## src/rtl/ram_fifo_ctrl.sv

```systemverilog
// Deep circular FIFO controller for a single-port synchronous-read RAM, with a 2-entry prefetch buffer.
// Optional level high-water mark tracking is enabled with the RAM_FIFO_HWM_EN macro.
module ram_fifo_ctrl #(
    parameter int unsigned DEPTH_LOG2 = 23,
    parameter int unsigned DATA_WIDTH = 16
) (
    input  logic                  clk,
    input  logic                  reset_n,
    input  logic                  flush,
    input  logic                  in_valid,
    output logic                  in_ready,
    input  logic [DATA_WIDTH-1:0] in_data,
    output logic                  out_valid,
    input  logic                  out_ready,
    output logic [DATA_WIDTH-1:0] out_data,
    output logic                  mem_we,
    output logic [22:0]           mem_addr,
    output logic [DATA_WIDTH-1:0] mem_din,
    input  logic [DATA_WIDTH-1:0] mem_dout,
    output logic [23:0]           level,
    output logic [23:0]           hwm
);

    localparam int unsigned ADDR_W = 23;
    localparam int unsigned LVL_W  = 24;
    localparam int unsigned CNT_W  = DEPTH_LOG2 + 1;
    localparam logic [CNT_W-1:0] CAP = {1'b1, {DEPTH_LOG2{1'b0}}};

    logic [DEPTH_LOG2-1:0] wr_ptr_q, wr_ptr_d;
    logic [DEPTH_LOG2-1:0] rd_ptr_q, rd_ptr_d;
    logic [CNT_W-1:0]      ram_cnt_q, ram_cnt_d;
    logic                  rd_inflight_q, rd_inflight_d;
    logic [1:0]            obuf_cnt_q, obuf_cnt_d;
    logic [DATA_WIDTH-1:0] obuf0_q, obuf0_d;
    logic [DATA_WIDTH-1:0] obuf1_q, obuf1_d;
    logic                  prio_q, prio_d;
    logic [LVL_W-1:0]      level_q, level_d;

    logic       full;
    logic       pop;
    logic       rd_need;
    logic       wr_want;
    logic       do_wr;
    logic       do_rd;
    logic [2:0] occ;
    logic [1:0] cnt_after_pop;

    assign out_valid = (obuf_cnt_q != 2'd0);
    assign out_data  = obuf0_q;
    assign level     = level_q;

    // Port arbitration, RAM drive and next-state for pointers, counts and the output buffer.
    always_comb begin
        wr_ptr_d      = wr_ptr_q;
        rd_ptr_d      = rd_ptr_q;
        ram_cnt_d     = ram_cnt_q;
        rd_inflight_d = rd_inflight_q;
        obuf_cnt_d    = obuf_cnt_q;
        obuf0_d       = obuf0_q;
        obuf1_d       = obuf1_q;
        prio_d        = prio_q;
        cnt_after_pop = obuf_cnt_q;

        full     = (ram_cnt_q == CAP);
        pop      = out_valid && out_ready;
        occ      = 3'(obuf_cnt_q) + 3'(rd_inflight_q) - 3'(pop);
        rd_need  = (ram_cnt_q != '0) && (occ < 3'd2);
        wr_want  = in_valid && !full && !flush;
        in_ready = reset_n && !full && !flush && !(rd_need && prio_q);
        do_wr    = in_valid && in_ready;
        do_rd    = !do_wr && rd_need && !flush;

        mem_we   = do_wr;
        mem_addr = do_wr ? ADDR_W'(wr_ptr_q) : ADDR_W'(rd_ptr_q);
        mem_din  = do_wr ? in_data : '0;

        if (wr_want && rd_need) begin
            prio_d = !prio_q;
        end

        if (flush) begin
            wr_ptr_d      = '0;
            rd_ptr_d      = '0;
            ram_cnt_d     = '0;
            rd_inflight_d = 1'b0;
            obuf_cnt_d    = 2'd0;
        end else begin
            if (do_wr) begin
                wr_ptr_d = wr_ptr_q + DEPTH_LOG2'(1);
            end
            if (do_rd) begin
                rd_ptr_d = rd_ptr_q + DEPTH_LOG2'(1);
            end
            ram_cnt_d     = ram_cnt_q + CNT_W'(do_wr) - CNT_W'(do_rd);
            rd_inflight_d = do_rd;

            // Pop shifts the buffer first; returning read data lands in the first free slot.
            cnt_after_pop = obuf_cnt_q - 2'(pop);
            if (pop) begin
                obuf0_d = obuf1_q;
            end
            if (rd_inflight_q) begin
                if (cnt_after_pop == 2'd0) begin
                    obuf0_d = mem_dout;
                end else begin
                    obuf1_d = mem_dout;
                end
            end
            obuf_cnt_d = cnt_after_pop + 2'(rd_inflight_q);
        end

        level_d = LVL_W'(ram_cnt_d) + LVL_W'(rd_inflight_d) + LVL_W'(obuf_cnt_d);
    end

    always_ff @(posedge clk or negedge reset_n) begin
        if (!reset_n) begin
            wr_ptr_q      <= '0;
            rd_ptr_q      <= '0;
            ram_cnt_q     <= '0;
            rd_inflight_q <= 1'b0;
            obuf_cnt_q    <= 2'd0;
            obuf0_q       <= '0;
            obuf1_q       <= '0;
            prio_q        <= 1'b0;
            level_q       <= '0;
        end else begin
            wr_ptr_q      <= wr_ptr_d;
            rd_ptr_q      <= rd_ptr_d;
            ram_cnt_q     <= ram_cnt_d;
            rd_inflight_q <= rd_inflight_d;
            obuf_cnt_q    <= obuf_cnt_d;
            obuf0_q       <= obuf0_d;
            obuf1_q       <= obuf1_d;
            prio_q        <= prio_d;
            level_q       <= level_d;
        end
    end

`ifdef RAM_FIFO_HWM_EN
    logic [LVL_W-1:0] hwm_q;

    // Peak of the registered level, cleared by flush.
    always_ff @(posedge clk or negedge reset_n) begin
        if (!reset_n) begin
            hwm_q <= '0;
        end else if (flush) begin
            hwm_q <= '0;
        end else if (level_q > hwm_q) begin
            hwm_q <= level_q;
        end
    end

    assign hwm = hwm_q;
`else
    assign hwm = '0;
`endif

endmodule

```

## config.mk

```make
export PLATFORM = sky130hd
export DESIGN_NAME = ram_fifo_ctrl
export DESIGN_NICKNAME = d
export VERILOG_FILES = /design/src/rtl/ram_fifo_ctrl.sv
export SDC_FILE = /design/constraint.sdc
export NUM_CORES = 1
export LEC_CHECK = 0
export CORE_MARGIN = 2
export CORE_UTILIZATION = 54
export DETAILED_ROUTE_END_ITERATION = 16
export PLACE_DENSITY = 0.91
export SKIP_LAST_GASP = 1
export SLEW_MARGIN = 20
export SYNTH_ARGS = -nofsm -noshare
export SYNTH_HDL_FRONTEND = slang
export SYNTH_SLANG_ARGS = --single-unit
```

## constraint.sdc

```tcl
create_clock -name clk -period 7.2 [get_ports clk]
set_input_delay 2.16 -clock clk [delete_from_list [all_inputs] [get_ports clk]]
set_output_delay 2.16 -clock clk [all_outputs]
set_load 0.01 [all_outputs]
```

### After elaboration in Yosys (flattened, before gate mapping)

Index checks and enable logic that the tools add are counted.

* register bits after elaboration: 130
* input bits: 37
* output and inout port bits: 106
* word-level logic and storage cells: 58

* add/sub/neg operators: 10
* magnitude comparators: 1
* equality and inequality tests: 1
* muxes and demuxes: 12
* bitwise logic cells: 2
* reductions and logical operators: 23

Operator list (count)
* $mux 23: 5
* $mux 16: 4
* $add 24x1->24: 2
* $add 23x1->23 const B: 2
* $add 24x2->24: 1
* $eq 24x24->1 const B: 1
* $mux 24: 1
* $reduce_bool 24->1: 1
* $sub 24x1->24: 1
* $logic_and 1x1->1: 12
* $reduce_bool 2->1: 3
* $logic_not 1->1: 5
* $add 2x1->3: 1
* $lt 3x2->1 const B: 1
* $reduce_and 3->1: 1
* $sub 3x1->3: 1
* $add 2x1->2: 1
* $logic_not 2->1: 1
* $mux 2: 1
* $not 1->1: 2
* $sub 2x1->2: 1
* $mux 1: 1

### Logic depth before layout (Yosys ltp)

Gate-level depths: netlist of the first run.

* depth after elaboration: 16
* depth in mapped cells: 25
* gate-level depth less buffers: 25

### Worst setup path before layout of the first run

Ideal clock, no wire load.

* path type: input-to-reg
* start: in out_ready
* end: reg level_q[23], in the netlist level[23]
* setup time: 0.079 ns
* arrival: 6.745 ns
* required time: 7.121 ns
* slack: 0.376 ns
* stages: 23
* path buffers: 0
* path through: o21ai_0 nand2_1 fa_1 xnor2_1 nand2_1 a21oi_1 o21ai_0 or2_2 inv_1 ha_1 inv_1 ha_1 inv_1 fa_1 and2b_4 o31ai_2 o2111ai_1 and3_1 nor3_1 nor3_1 nand3_1 nor4b_2 xor2_1

* elaborated cells between the ends (all ways): 20
* those cells by class: add/sub (7); order compare (1); mux (3); reduce/logical (9)

RTL lines
* start: declaration: RTL line 14 `input logic out_ready,`
* $logic_and 1x1->1 *: RTL line 65 `pop = out_valid && out_ready;`
* $sub 3x1->3 *: RTL line 66 `occ = 3'(obuf_cnt_q) + 3'(rd_inflight_q) - 3'(pop);`
* $lt 3x2->1 *: RTL line 67 `rd_need = (ram_cnt_q != '0) && (occ < 3'd2);`
* $logic_and 1x1->1 *: RTL line 67
* $logic_and 1x1->1: RTL line 69 `in_ready = reset_n && !full && !flush && !(rd_need && prio_q);`
* $logic_not 1->1: RTL line 69
* $logic_and 1x1->1: RTL line 69
* $logic_and 1x1->1: RTL line 70 `do_wr = in_valid && in_ready;`
* $logic_not 1->1: RTL line 71 `do_rd = !do_wr && rd_need && !flush;`
* $logic_and 1x1->1 * (2 in a row): RTL line 71
* $mux 1 *: RTL line 81 `if (flush) begin`
* via rd_inflight_d: RTL line 32 `logic rd_inflight_q, rd_inflight_d;`
* $add 24x1->24 *: RTL line 112 `level_d = LVL_W'(ram_cnt_d) + LVL_W'(rd_inflight_d) + LVL_W'(obuf_cnt_d);`
* $add 24x2->24 *: RTL line 112
* via level_d[23]: RTL line 37 `logic [LVL_W-1:0] level_q, level_d;`
* end signal: assignment: RTL line 135 `level_q <= level_d;`
* end: declaration: RTL line 37

The timed path passes the listed nets; every way through them passes the cells marked *.
A chain may end at the register's enable or synchronous reset.

### Worst setup path in the final report of the first run

* start: in out_ready
* end: out mem_din[0]

* word-level cells in the longest chain between the ends: 9

RTL lines
* $logic_and 1x1->1: RTL line 65
* $sub 3x1->3: RTL line 66
* $lt 3x2->1: RTL line 67
* $logic_and 1x1->1: RTL line 67
* $logic_and 1x1->1: RTL line 69
* $logic_not 1->1: RTL line 69
* $logic_and 1x1->1: RTL line 69
* $logic_and 1x1->1: RTL line 70
* $mux 16: RTL line 75 `mem_din = do_wr ? in_data : '0;`
* end: declaration: RTL line 18 `output logic [DATA_WIDTH-1:0] mem_din,`

Every way passes these cells.

==> impl_results.html, run 1 <==
<table>
<tr><th>Metric</th><th>Value</th></tr>
<tr><th colspan="2">Outcome</th></tr>
<tr><td>Run status</td><td>finished clean</td></tr>
<tr><th colspan="2">Placement</th></tr>
<tr><td>Half-perimeter wire length of the detailed placement result</td><td>13,400 um</td></tr>
<tr><td>Placed instance count</td><td>1,114</td></tr>
<tr><td>Port buffer count</td><td>118</td></tr>
<tr><td>Global placer's final weighted congestion</td><td>0.954</td></tr>
<tr><td>Post-DP Area</td><td>9310 um2</td></tr>
<tr><th colspan="2">Floorplan</th></tr>
<tr><td>Standard cell core area</td><td>14,400 um2</td></tr>
<tr><td>Starting density of the core</td><td>0.548</td></tr>
<tr><td>Ports</td><td>143</td></tr>
<tr><td>Horizontal extent of the die</td><td>125 um</td></tr>
<tr><td>Overall die area</td><td>15,600 um2</td></tr>
<tr><td>Placement row count</td><td>44</td></tr>
<tr><td>Die Height</td><td>125 um</td></tr>
<tr><th colspan="2">Logic synthesis</th></tr>
<tr><td>Number of distinct library cells after synthesis</td><td>74</td></tr>
<tr><td>Number of enable flip-flop cells after synthesis</td><td>0</td></tr>
<tr><td>Most frequent cells after synthesis</td><td>130 x sky130_fd_sc_hd__dfrtp_1, 73 x sky130_fd_sc_hd__nor2_1, 65 x sky130_fd_sc_hd__nand2_1, 55 x sky130_fd_sc_hd__inv_1, 41 x sky130_fd_sc_hd__ha_1</td></tr>
<tr><td>Average instance area after synthesis</td><td>9.66 um2</td></tr>
<tr><td>Top flip-flop cell by instance count after synthesis</td><td>sky130_fd_sc_hd__dfrtp_1</td></tr>
<tr><td>Portion of synthesized cell area occupied by the leading cell type</td><td>0.411</td></tr>
<tr><td>Most common cell in the netlist</td><td>sky130_fd_sc_hd__dfrtp_1</td></tr>
<tr><td>Synthesis Warnings</td><td>0</td></tr>
<tr><td>Cell type with the highest aggregate area in the netlist</td><td>sky130_fd_sc_hd__dfrtp_1</td></tr>
<tr><td>Part of the Yosys area used for sequential elements</td><td>0.411</td></tr>
<tr><td>Synth top area cells</td><td>sky130_fd_sc_hd__dfrtp_1 41%, sky130_fd_sc_hd__ha_1 6.5%, sky130_fd_sc_hd__mux2_2 5.7%</td></tr>
<tr><td>Summed instance area of the synthesized netlist</td><td>7910 um2</td></tr>
<tr><td>#FFs+latches synth</td><td>130</td></tr>
<tr><td>Number of instances in the synthesized netlist</td><td>819</td></tr>
<tr><td>Synth async-reset ratio</td><td>1.00</td></tr>
<tr><th colspan="2">Detailed routing</th></tr>
<tr><td>Starting DRT DRC Count</td><td>600</td></tr>
<tr><td>Drt via density</td><td>5.61</td></tr>
<tr><td>Final routed DRC violation total</td><td>0</td></tr>
<tr><td>Total Routed Length</td><td>19,300 um</td></tr>
<tr><td>Vias</td><td>6,460</td></tr>
<tr><td>Number of optimization iterations in the first detailed-route pass</td><td>6</td></tr>
<tr><td>Number of nets with antenna violations after detailed routing</td><td>0</td></tr>
<tr><td>Wirelength per Cell</td><td>16.8 um</td></tr>
<tr><th colspan="2">Clock network</th></tr>
<tr><td>H-Tree Level Count</td><td>4</td></tr>
<tr><td>Source-to-sink clock delay at the later pin of the worst-skew pair</td><td>0.43 ns</td></tr>
<tr><td>Clock slew at reported path FFs</td><td>0.06 ns</td></tr>
<tr><td>CTS sink count</td><td>130</td></tr>
<tr><td>Number of buffers between clock root and the deepest sink</td><td>2</td></tr>
<tr><td>Root buffer selected by CTS</td><td>sky130_fd_sc_hd__clkbuf_16</td></tr>
<tr><td>Number of buffers created by CTS</td><td>17</td></tr>
<tr><td>CTS tree</td><td>built</td></tr>
<tr><th colspan="2">GRT</th></tr>
<tr><td>Maximum number of pins on one net before global-route repair</td><td>104</td></tr>
<tr><td>Residual overflow from global routing</td><td>0</td></tr>
<tr><td>Routing usage on met2</td><td>0.440</td></tr>
<tr><td>Initial antenna violation count</td><td>0</td></tr>
<tr><td>First-pass GRT wire length</td><td>32,100 um</td></tr>
<tr><td>Number of global-route vias before repair</td><td>6,495</td></tr>
<tr><td>Total routing usage reported by global routing</td><td>0.255</td></tr>
<tr><td>Met3 track utilization from global routing</td><td>0.0595</td></tr>
<tr><td>Peak-usage layer in the global routing report</td><td>met2</td></tr>
<tr><td>Routing usage on met1</td><td>0.310</td></tr>
<tr><th colspan="2">Worst hold path</th></tr>
<tr><td>Classification of the worst-slack hold path</td><td>reg -&gt; reg</td></tr>
<tr><th colspan="2">STA</th></tr>
<tr><td>Smallest hold slack</td><td>0.487 ns</td></tr>
<tr><td>Worst Max-Slew Pin Slew</td><td>1.08 ns</td></tr>
<tr><td>Final setup violation count</td><td>0</td></tr>
<tr><td>RSZ-0062 raised after global routing</td><td>no</td></tr>
<tr><td>Post-layout min period</td><td>6.75 ns</td></tr>
<tr><td>Final Skew</td><td>0.0120 ns</td></tr>
<tr><td>Max-slew headroom</td><td>0.280</td></tr>
<tr><td>Final-report max-slew violation count</td><td>0</td></tr>
<tr><td>Final hold violation count</td><td>0</td></tr>
<tr><td>Portion of the clock cycle consumed by the worst path in the final layout</td><td>0.937</td></tr>
<tr><td>Max frequency</td><td>148 MHz</td></tr>
<tr><th colspan="2">Worst setup path</th></tr>
<tr><td>Worst path cell trace</td><td>dlymetal6s2s_1, nand3_1, buf_4, inv_1, fa_1, xnor2_1, nand2_1, a21oi_2, buf_4, a21oi_4, bufbuf_16, and2_1, clkdlybuf4s50_1</td></tr>
<tr><td>Critical setup path kind</td><td>in -&gt; out</td></tr>
<tr><td>Required time of the critical path</td><td>5.04 ns</td></tr>
<tr><td>Cell with the biggest individual delay on the critical path</td><td>sky130_fd_sc_hd__clkdlybuf4s50_1</td></tr>
<tr><td>Cell class contributing the biggest share of worst-path delay</td><td>buffers and inverters</td></tr>
<tr><td>Most used cell, CP</td><td>sky130_fd_sc_hd__buf_4</td></tr>
<tr><td>Worst Setup End Kind</td><td>output port</td></tr>
<tr><td>Data arrival at the endpoint of the critical path</td><td>4.59 ns</td></tr>
<tr><td>Startpoint type of the worst setup path</td><td>primary input</td></tr>
<tr><td>Number of buffers and inverters on the critical path</td><td>6</td></tr>
<tr><td>Longest individual stage delay on the worst path</td><td>0.52 ns</td></tr>
<tr><td>Maximum fanout along the worst path</td><td>14</td></tr>
<tr><th colspan="2">Finish</th></tr>
<tr><td>Area of all placed cells without fillers</td><td>9980 um2</td></tr>
<tr><td>Relative area change from synthesis to final layout</td><td>26.2%</td></tr>
<tr><td>Non-filler cells, final</td><td>1,151</td></tr>
<tr><td>Share of final-layout standard cells stronger than drive strength 1</td><td>0.130</td></tr>
<tr><td>Util after Layout</td><td>0.692</td></tr>
<tr><td>Diodes inserted</td><td>0</td></tr>
<tr><td>Nets@finish</td><td>1,036</td></tr>
<tr><th colspan="2">Power and ir drop</th></tr>
<tr><td>Worst ir drop on vdd</td><td>0.313 mV</td></tr>
<tr><td>Power density cells</td><td>445 nW/um2</td></tr>
<tr><td>Static Leakage</td><td>4.66 nW</td></tr>
<tr><th colspan="2">Job</th></tr>
<tr><td>Number of max-capacitance violations reported</td><td>0</td></tr>
</table>
power breakdown:
group          internal (mW)  switching [mW]  leakage (nW)
Sequential             0.961           0.116          1.70
Combinational           1.11            1.39          2.67
Clock                  0.522           0.342         0.287
worst min-delay path: stages (launching register included):
cell and delay, ns:
sky130_fd_sc_hd__dfrtp_1 0.34, sky130_fd_sc_hd__nand2_1 0.05, sky130_fd_sc_hd__o21ai_0 0.06
sequential cells by signal, indices dropped and copies added, names as in the netlist:
name           cells
obuf_cnt_q         2
rd_ptr_q          23
rd_inflight_q      1
level             24
prio_q             1
obuf1_q           16
out_data          16
ram_cnt_q         24
wr_ptr_q          23
worst paths after layout:
path                          startpoint          end  slack [ns]  cells past startpoint
min                          out_data[8]  out_data[8]        0.49                      2
max in group asynchronous        reset_n  obuf1_q[11]        3.95                      3
max                            out_ready   mem_din[0]        0.45                     13
min in group asynchronous        reset_n  rd_ptr_q[4]        1.96                      2
min reg2reg                  out_data[8]  out_data[8]        0.49                      2
max reg2reg                ram_cnt_q[17]    level[23]        2.03                     22
cell type report:
type	instances	area (um2)
clock buffers	18	439
fillers	1073	4440
repair buffers	144	1410
inverters	55	206
well taps	184	230
multi-input cells	606	4290
flip-flops and latches	130	3250
clock inverters	14	155
logic make-up (layout without fill, tap and decap cells):
| group | after synthesis | after routing | share of synthesized area |
|---|---|---|---|
| adders and majority gates | 45 | 45 | 0.0750 |
| AOI/OAI and AO/OA | 122 | 122 | 0.103 |
| buffers and inverters | 106 | 231 | 0.0620 |
| xor gates and xnor gates | 73 | 73 | 0.0808 |
| and+or+nand+nor | 295 | 295 | 0.202 |
| muxes | 47 | 47 | 0.0658 |
| DFF | 130 | 130 | 0.411 |
| other | 1 | 24 | 0.000474 |
cells in the final DEF, fill, tap and decap left out, drive strengths merged, types with 12 or more instances in the layout:
cell type      Yosys  layout
a21oi             30      30
a22oi             16      16
and2              24      24
and3              17      17
buf               28      27
clkbuf            23      18
clkdlybuf4s50      0      91
conb               1      24
dfrtp            130     130
dlygate4sd2        0      22
ha                41      41
inv               55      58
mux2              40      40
nand2             65      65
nand3             21      21
nand4             12      12
nor2              73      73
nor2b             18      18
o21ai             41      41
xnor2             35      35
xor2              38      38
through the flow:
stage	power [mW]	worst slack (ns)	TNS, ns
global route	4.75	0.314	0
finish	4.44	0.454	0
detailed placement	3.48	-0.249	-1.18
global placement	3.40	-0.0429	-0.0429
floorplan	2.72	0.376	0
CTS	4.40	-0.0327	-0.0327
layer usage:
metal,vias to the layer above,wire length (um),part of all wire
met2,238,9690,0.50
met1,3141,7900,0.41
met4,0,622,0.032
met3,51,1090,0.057
li1,3030,-,-
met5,-,0,0
timing repair:
item / 4_1_cts / 5_1_grt
resized for setup: 24 / 7
buffers inserted: 1 / 3
pin swaps: 1 / 4
endpoints found under the setup margin: 23 / 43
hold buffers: 0 / 0
cloned: 1 / 0
No activity file was read; power rests on OpenSTA's default activity.
==> inputs of run 2 (changes only) <==
--- a/config.mk
+++ b/config.mk
@@ -7,7 +7,9 @@
 export LEC_CHECK = 0
 export CORE_MARGIN = 2
 export CORE_UTILIZATION = 54
+export CTS_CLUSTER_DIAMETER = 80
 export DETAILED_ROUTE_END_ITERATION = 16
+export GPL_TIMING_DRIVEN = 0
 export PLACE_DENSITY = 0.91
 export SKIP_LAST_GASP = 1
 export SLEW_MARGIN = 20
==> run 2 against run 1 <==
  * Combinational power about the same
  * Via count grew 3.5%
  * Highest routed layer unchanged
  * Cell count increased by 3.1%
  * Largest power group unchanged
  * Count of clock-buffer cells in the layout is 1 higher
  * Maximum frequency shrank 4.9%
  * Total power grew 0.90%
  * Die area unchanged
  * Utilization up 2.0 points
==> impl_results.html, run 2 (synthesized netlist as in run 1, its figures left out) <==
<table>
<tr><th>Metric</th><th>Value</th></tr>
<tr><th colspan="2">Outcome</th></tr>
<tr><td>Run status</td><td>finished clean (unchanged)</td></tr>
<tr><th colspan="2">Floorplan</th></tr>
<tr><td>Standard cell core area</td><td>14,400 um2 (unchanged)</td></tr>
<tr><td>Ports</td><td>143 (unchanged)</td></tr>
<tr><td>Starting density of the core</td><td>0.548 (unchanged)</td></tr>
<tr><td>Overall die area</td><td>15,600 um2 (unchanged)</td></tr>
<tr><td>Horizontal extent of the die</td><td>125 um (unchanged)</td></tr>
<tr><td>Placement row count</td><td>44 (unchanged)</td></tr>
<tr><td>Die Height</td><td>125 um (unchanged)</td></tr>
<tr><th colspan="2">Clock network</th></tr>
<tr><td>Root buffer selected by CTS</td><td>sky130_fd_sc_hd__clkbuf_16 (unchanged)</td></tr>
<tr><td>CTS tree</td><td>built (unchanged)</td></tr>
<tr><td>CTS sink count</td><td>130 (unchanged)</td></tr>
<tr><td>Clock slew at reported path FFs</td><td>0.06 ns (about the same)</td></tr>
<tr><td>Number of buffers between clock root and the deepest sink</td><td>2 (unchanged)</td></tr>
<tr><td>Hold_buf cts</td><td>0 (unchanged)</td></tr>
<tr><td>H-Tree Level Count</td><td>4 (unchanged)</td></tr>
<tr><td>Number of buffers created by CTS</td><td>17 (unchanged)</td></tr>
<tr><td>Source-to-sink clock delay at the later pin of the worst-skew pair</td><td>0.43 ns (about the same)</td></tr>
<tr><th colspan="2">Job</th></tr>
<tr><td>Number of max-capacitance violations reported</td><td>0 (unchanged)</td></tr>
<tr><th colspan="2">GRT</th></tr>
<tr><td>Initial antenna violation count</td><td>0 (unchanged)</td></tr>
<tr><td>Maximum number of pins on one net before global-route repair</td><td>99 (was 104)</td></tr>
<tr><td>Residual overflow from global routing</td><td>0 (unchanged)</td></tr>
<tr><td>Total routing usage reported by global routing</td><td>0.258 (was 0.255)</td></tr>
<tr><td>Number of global-route vias before repair</td><td>6,617 (was 6,495)</td></tr>
<tr><td>First-pass GRT wire length</td><td>32,600 um (was 32,100 um)</td></tr>
<tr><th colspan="2">Placement</th></tr>
<tr><td>Global placer's final weighted congestion</td><td>0.906 (was 0.954)</td></tr>
<tr><td>Placed instance count</td><td>1,145 (was 1,114)</td></tr>
<tr><td>Post-DP Area</td><td>9440 um2 (was 9310 um2)</td></tr>
<tr><td>Half-perimeter wire length of the detailed placement result</td><td>13,800 um (was 13,400 um)</td></tr>
<tr><td>Port buffer count</td><td>118 (unchanged)</td></tr>
<tr><th colspan="2">Power and ir drop</th></tr>
<tr><td>Worst ir drop on vdd</td><td>0.398 mV (was 0.313 mV)</td></tr>
<tr><td>Combinational power share</td><td>0.554 (was 0.563)</td></tr>
<tr><td>Switching share of power</td><td>0.416 (was 0.417)</td></tr>
<tr><td>Portion of total power attributed to the clock network</td><td>0.205 (was 0.194)</td></tr>
<tr><td>Sw power</td><td>1.86 mW (was 1.85 mW)</td></tr>
<tr><td>Relative contribution of sequential cells to total power</td><td>0.240 (was 0.242)</td></tr>
<tr><td>Cell internal power dissipation</td><td>2.62 mW (was 2.59 mW)</td></tr>
<tr><td>Power density cells</td><td>436 nW/um2 (was 445 nW/um2)</td></tr>
<tr><td>Static Leakage</td><td>4.69 nW (was 4.66 nW)</td></tr>
<tr><th colspan="2">Worst setup path</th></tr>
<tr><td>Worst path cell trace</td><td>clkdlybuf4s50_1, clkbuf_4, nand4b_1, a21oi_4, clkbuf_8, mux2_2, clkdlybuf4s50_1 (was dlymetal6s2s_1, nand3_1, buf_4, inv_1, fa_1, xnor2_1, nand2_1, a21oi_2, buf_4, a21oi_4, bufbuf_16, and2_1, clkdlybuf4s50_1)</td></tr>
<tr><td>Cell with the biggest individual delay on the critical path</td><td>sky130_fd_sc_hd__clkdlybuf4s50_1 (unchanged)</td></tr>
<tr><td>Critical setup path kind</td><td>in -&gt; out (unchanged)</td></tr>
<tr><td>Worst Setup End Kind</td><td>output port (unchanged)</td></tr>
<tr><td>Longest individual stage delay on the worst path</td><td>0.59 ns (was 0.52 ns)</td></tr>
<tr><td>Most used cell, CP</td><td>sky130_fd_sc_hd__clkdlybuf4s50_1 (was sky130_fd_sc_hd__buf_4)</td></tr>
<tr><td>Startpoint type of the worst setup path</td><td>primary input (unchanged)</td></tr>
<tr><td>Data arrival at the endpoint of the critical path</td><td>4.93 ns (was 4.59 ns)</td></tr>
<tr><td>Maximum fanout along the worst path</td><td>10 (was 14)</td></tr>
<tr><td>Required time of the critical path</td><td>5.04 ns (about the same)</td></tr>
<tr><th colspan="2">Detailed routing</th></tr>
<tr><td>Drt via density</td><td>5.63 (was 5.61)</td></tr>
<tr><td>Final routed DRC violation total</td><td>0 (unchanged)</td></tr>
<tr><td>Number of optimization iterations in the first detailed-route pass</td><td>5 (was 6)</td></tr>
<tr><td>Vias</td><td>6,687 (was 6,460)</td></tr>
<tr><td>Wirelength per Cell</td><td>16.7 um (was 16.8 um)</td></tr>
<tr><td>Starting DRT DRC Count</td><td>539 (was 600)</td></tr>
<tr><td>Total Routed Length</td><td>19,800 um (was 19,300 um)</td></tr>
<tr><td>Number of nets with antenna violations after detailed routing</td><td>0 (unchanged)</td></tr>
<tr><th colspan="2">Finish</th></tr>
<tr><td>Diodes inserted</td><td>0 (unchanged)</td></tr>
<tr><td>Share of final-layout standard cells stronger than drive strength 1</td><td>0.146 (was 0.130)</td></tr>
<tr><td>Area of all placed cells without fillers</td><td>10,300 um2 (was 9980 um2)</td></tr>
<tr><td>Nets@finish</td><td>1,072 (was 1,036)</td></tr>
<tr><td>Commonest non-fill, non-tap cells in the layout</td><td>130 x sky130_fd_sc_hd__dfrtp_1, 111 x sky130_fd_sc_hd__clkdlybuf4s50_1, 73 x sky130_fd_sc_hd__nor2_1 (was 130 x sky130_fd_sc_hd__dfrtp_1, 91 x sky130_fd_sc_hd__clkdlybuf4s50_1, 72 x sky130_fd_sc_hd__nor2_1)</td></tr>
<tr><td>Relative area change from synthesis to final layout</td><td>29.9% (was 26.2%)</td></tr>
<tr><td>Util after Layout</td><td>0.712 (was 0.692)</td></tr>
<tr><td>Leading cell type in the layout, fill and taps excluded</td><td>sky130_fd_sc_hd__dfrtp_1 (unchanged)</td></tr>
<tr><td>Non-filler cells, final</td><td>1,187 (was 1,151)</td></tr>
<tr><th colspan="2">STA</th></tr>
<tr><td>Worst Max-Slew Pin Slew</td><td>0.651 ns (was 1.08 ns)</td></tr>
<tr><td>Final setup violation count</td><td>0 (unchanged)</td></tr>
<tr><td>Smallest hold slack</td><td>0.479 ns (was 0.487 ns)</td></tr>
<tr><td>Max frequency</td><td>141 MHz (was 148 MHz)</td></tr>
<tr><td>Portion of the clock cycle consumed by the worst path in the final layout</td><td>0.985 (was 0.937)</td></tr>
<tr><td>Max-slew headroom</td><td>0.559 (was 0.280)</td></tr>
<tr><td>Post-layout min period</td><td>7.09 ns (was 6.75 ns)</td></tr>
<tr><td>RSZ-0062 raised after global routing</td><td>yes (was no)</td></tr>
<tr><td>Final-report max-slew violation count</td><td>0 (unchanged)</td></tr>
<tr><td>Final Skew</td><td>0.00915 ns (was 0.0120 ns)</td></tr>
<tr><td>Final hold violation count</td><td>0 (unchanged)</td></tr>
<tr><td>Setup TNS Final</td><td>0 ns (unchanged)</td></tr>
<tr><th colspan="2">Worst hold path</th></tr>
<tr><td>Classification of the worst-slack hold path</td><td>reg -&gt; reg (unchanged)</td></tr>
</table>
==> run 2: power by group through the flow <==
stage	registers [mW]	clock network (mW)	logic (mW)
floorplan	1.10	0	1.62
global placement	1.07	0	2.24
detailed placement	1.08	0	2.30
CTS	1.08	0.928	2.41
global route	1.10	0.962	2.70
finish	1.08	0.921	2.49
==> run 2: cell type report <==
type	instances	area, um2
multi-input cells	606	4350
flip-flops and latches	130	3250
inverters	55	206
fillers	965	4150
well taps	184	230
plain buffers	51	330
repair buffers	129	1280
clock inverters	13	185
clock buffers	19	443
==> run 2: critical path, delay by kind of cell <==
kind	cells	cell delay, ns
AO/OA/AOI/OAI	1	0.41
buffers and inverters	4	1.62
multiplexers	1	0.36
AND/OR/NAND/NOR	1	0.38
==> run 2: metal layers <==
metal / wire length [um] / track usage
met1: 8100 / 0.316
met2: 9870 / 0.443
met3: 1160 / 0.0496
met4: 701 / 0.120
met5: 0 / 0
==> run 2: timing repair <==
item | CTS | global route
pin swaps | 4 | 5
cloned | 1 | 0
resized for setup | 35 | 10
hold endpoints to repair | 0 | 0
buffers inserted | 8 | 1
endpoints found under the setup margin | 62 | 8
==> run 2: worst paths after layout <==
path	from	endpoint	slack, ns	cells after the start
setup reg to reg	obuf_cnt_q[1]	level[23]	1.79	24
hold reg to reg	out_data[3]	out_data[3]	0.48	2
max in group asynchronous	reset_n	ram_cnt_q[12]	4.86	2
setup / recovery	flush	mem_addr[1]	0.11	7
hold / removal	out_data[3]	out_data[3]	0.48	2
min in group asynchronous	reset_n	wr_ptr_q[5]	1.60	1
==> run 2: through the flow <==
stage	power, mW	worst slack (ns)
6_report	4.48	0.109
5_1_grt	4.76	-0.0250
4_1_cts	4.41	0.0425
3_5_place_dp	3.39	-1.40
3_3_place_gp	3.31	-4.84
2_1_floorplan	2.72	0.376
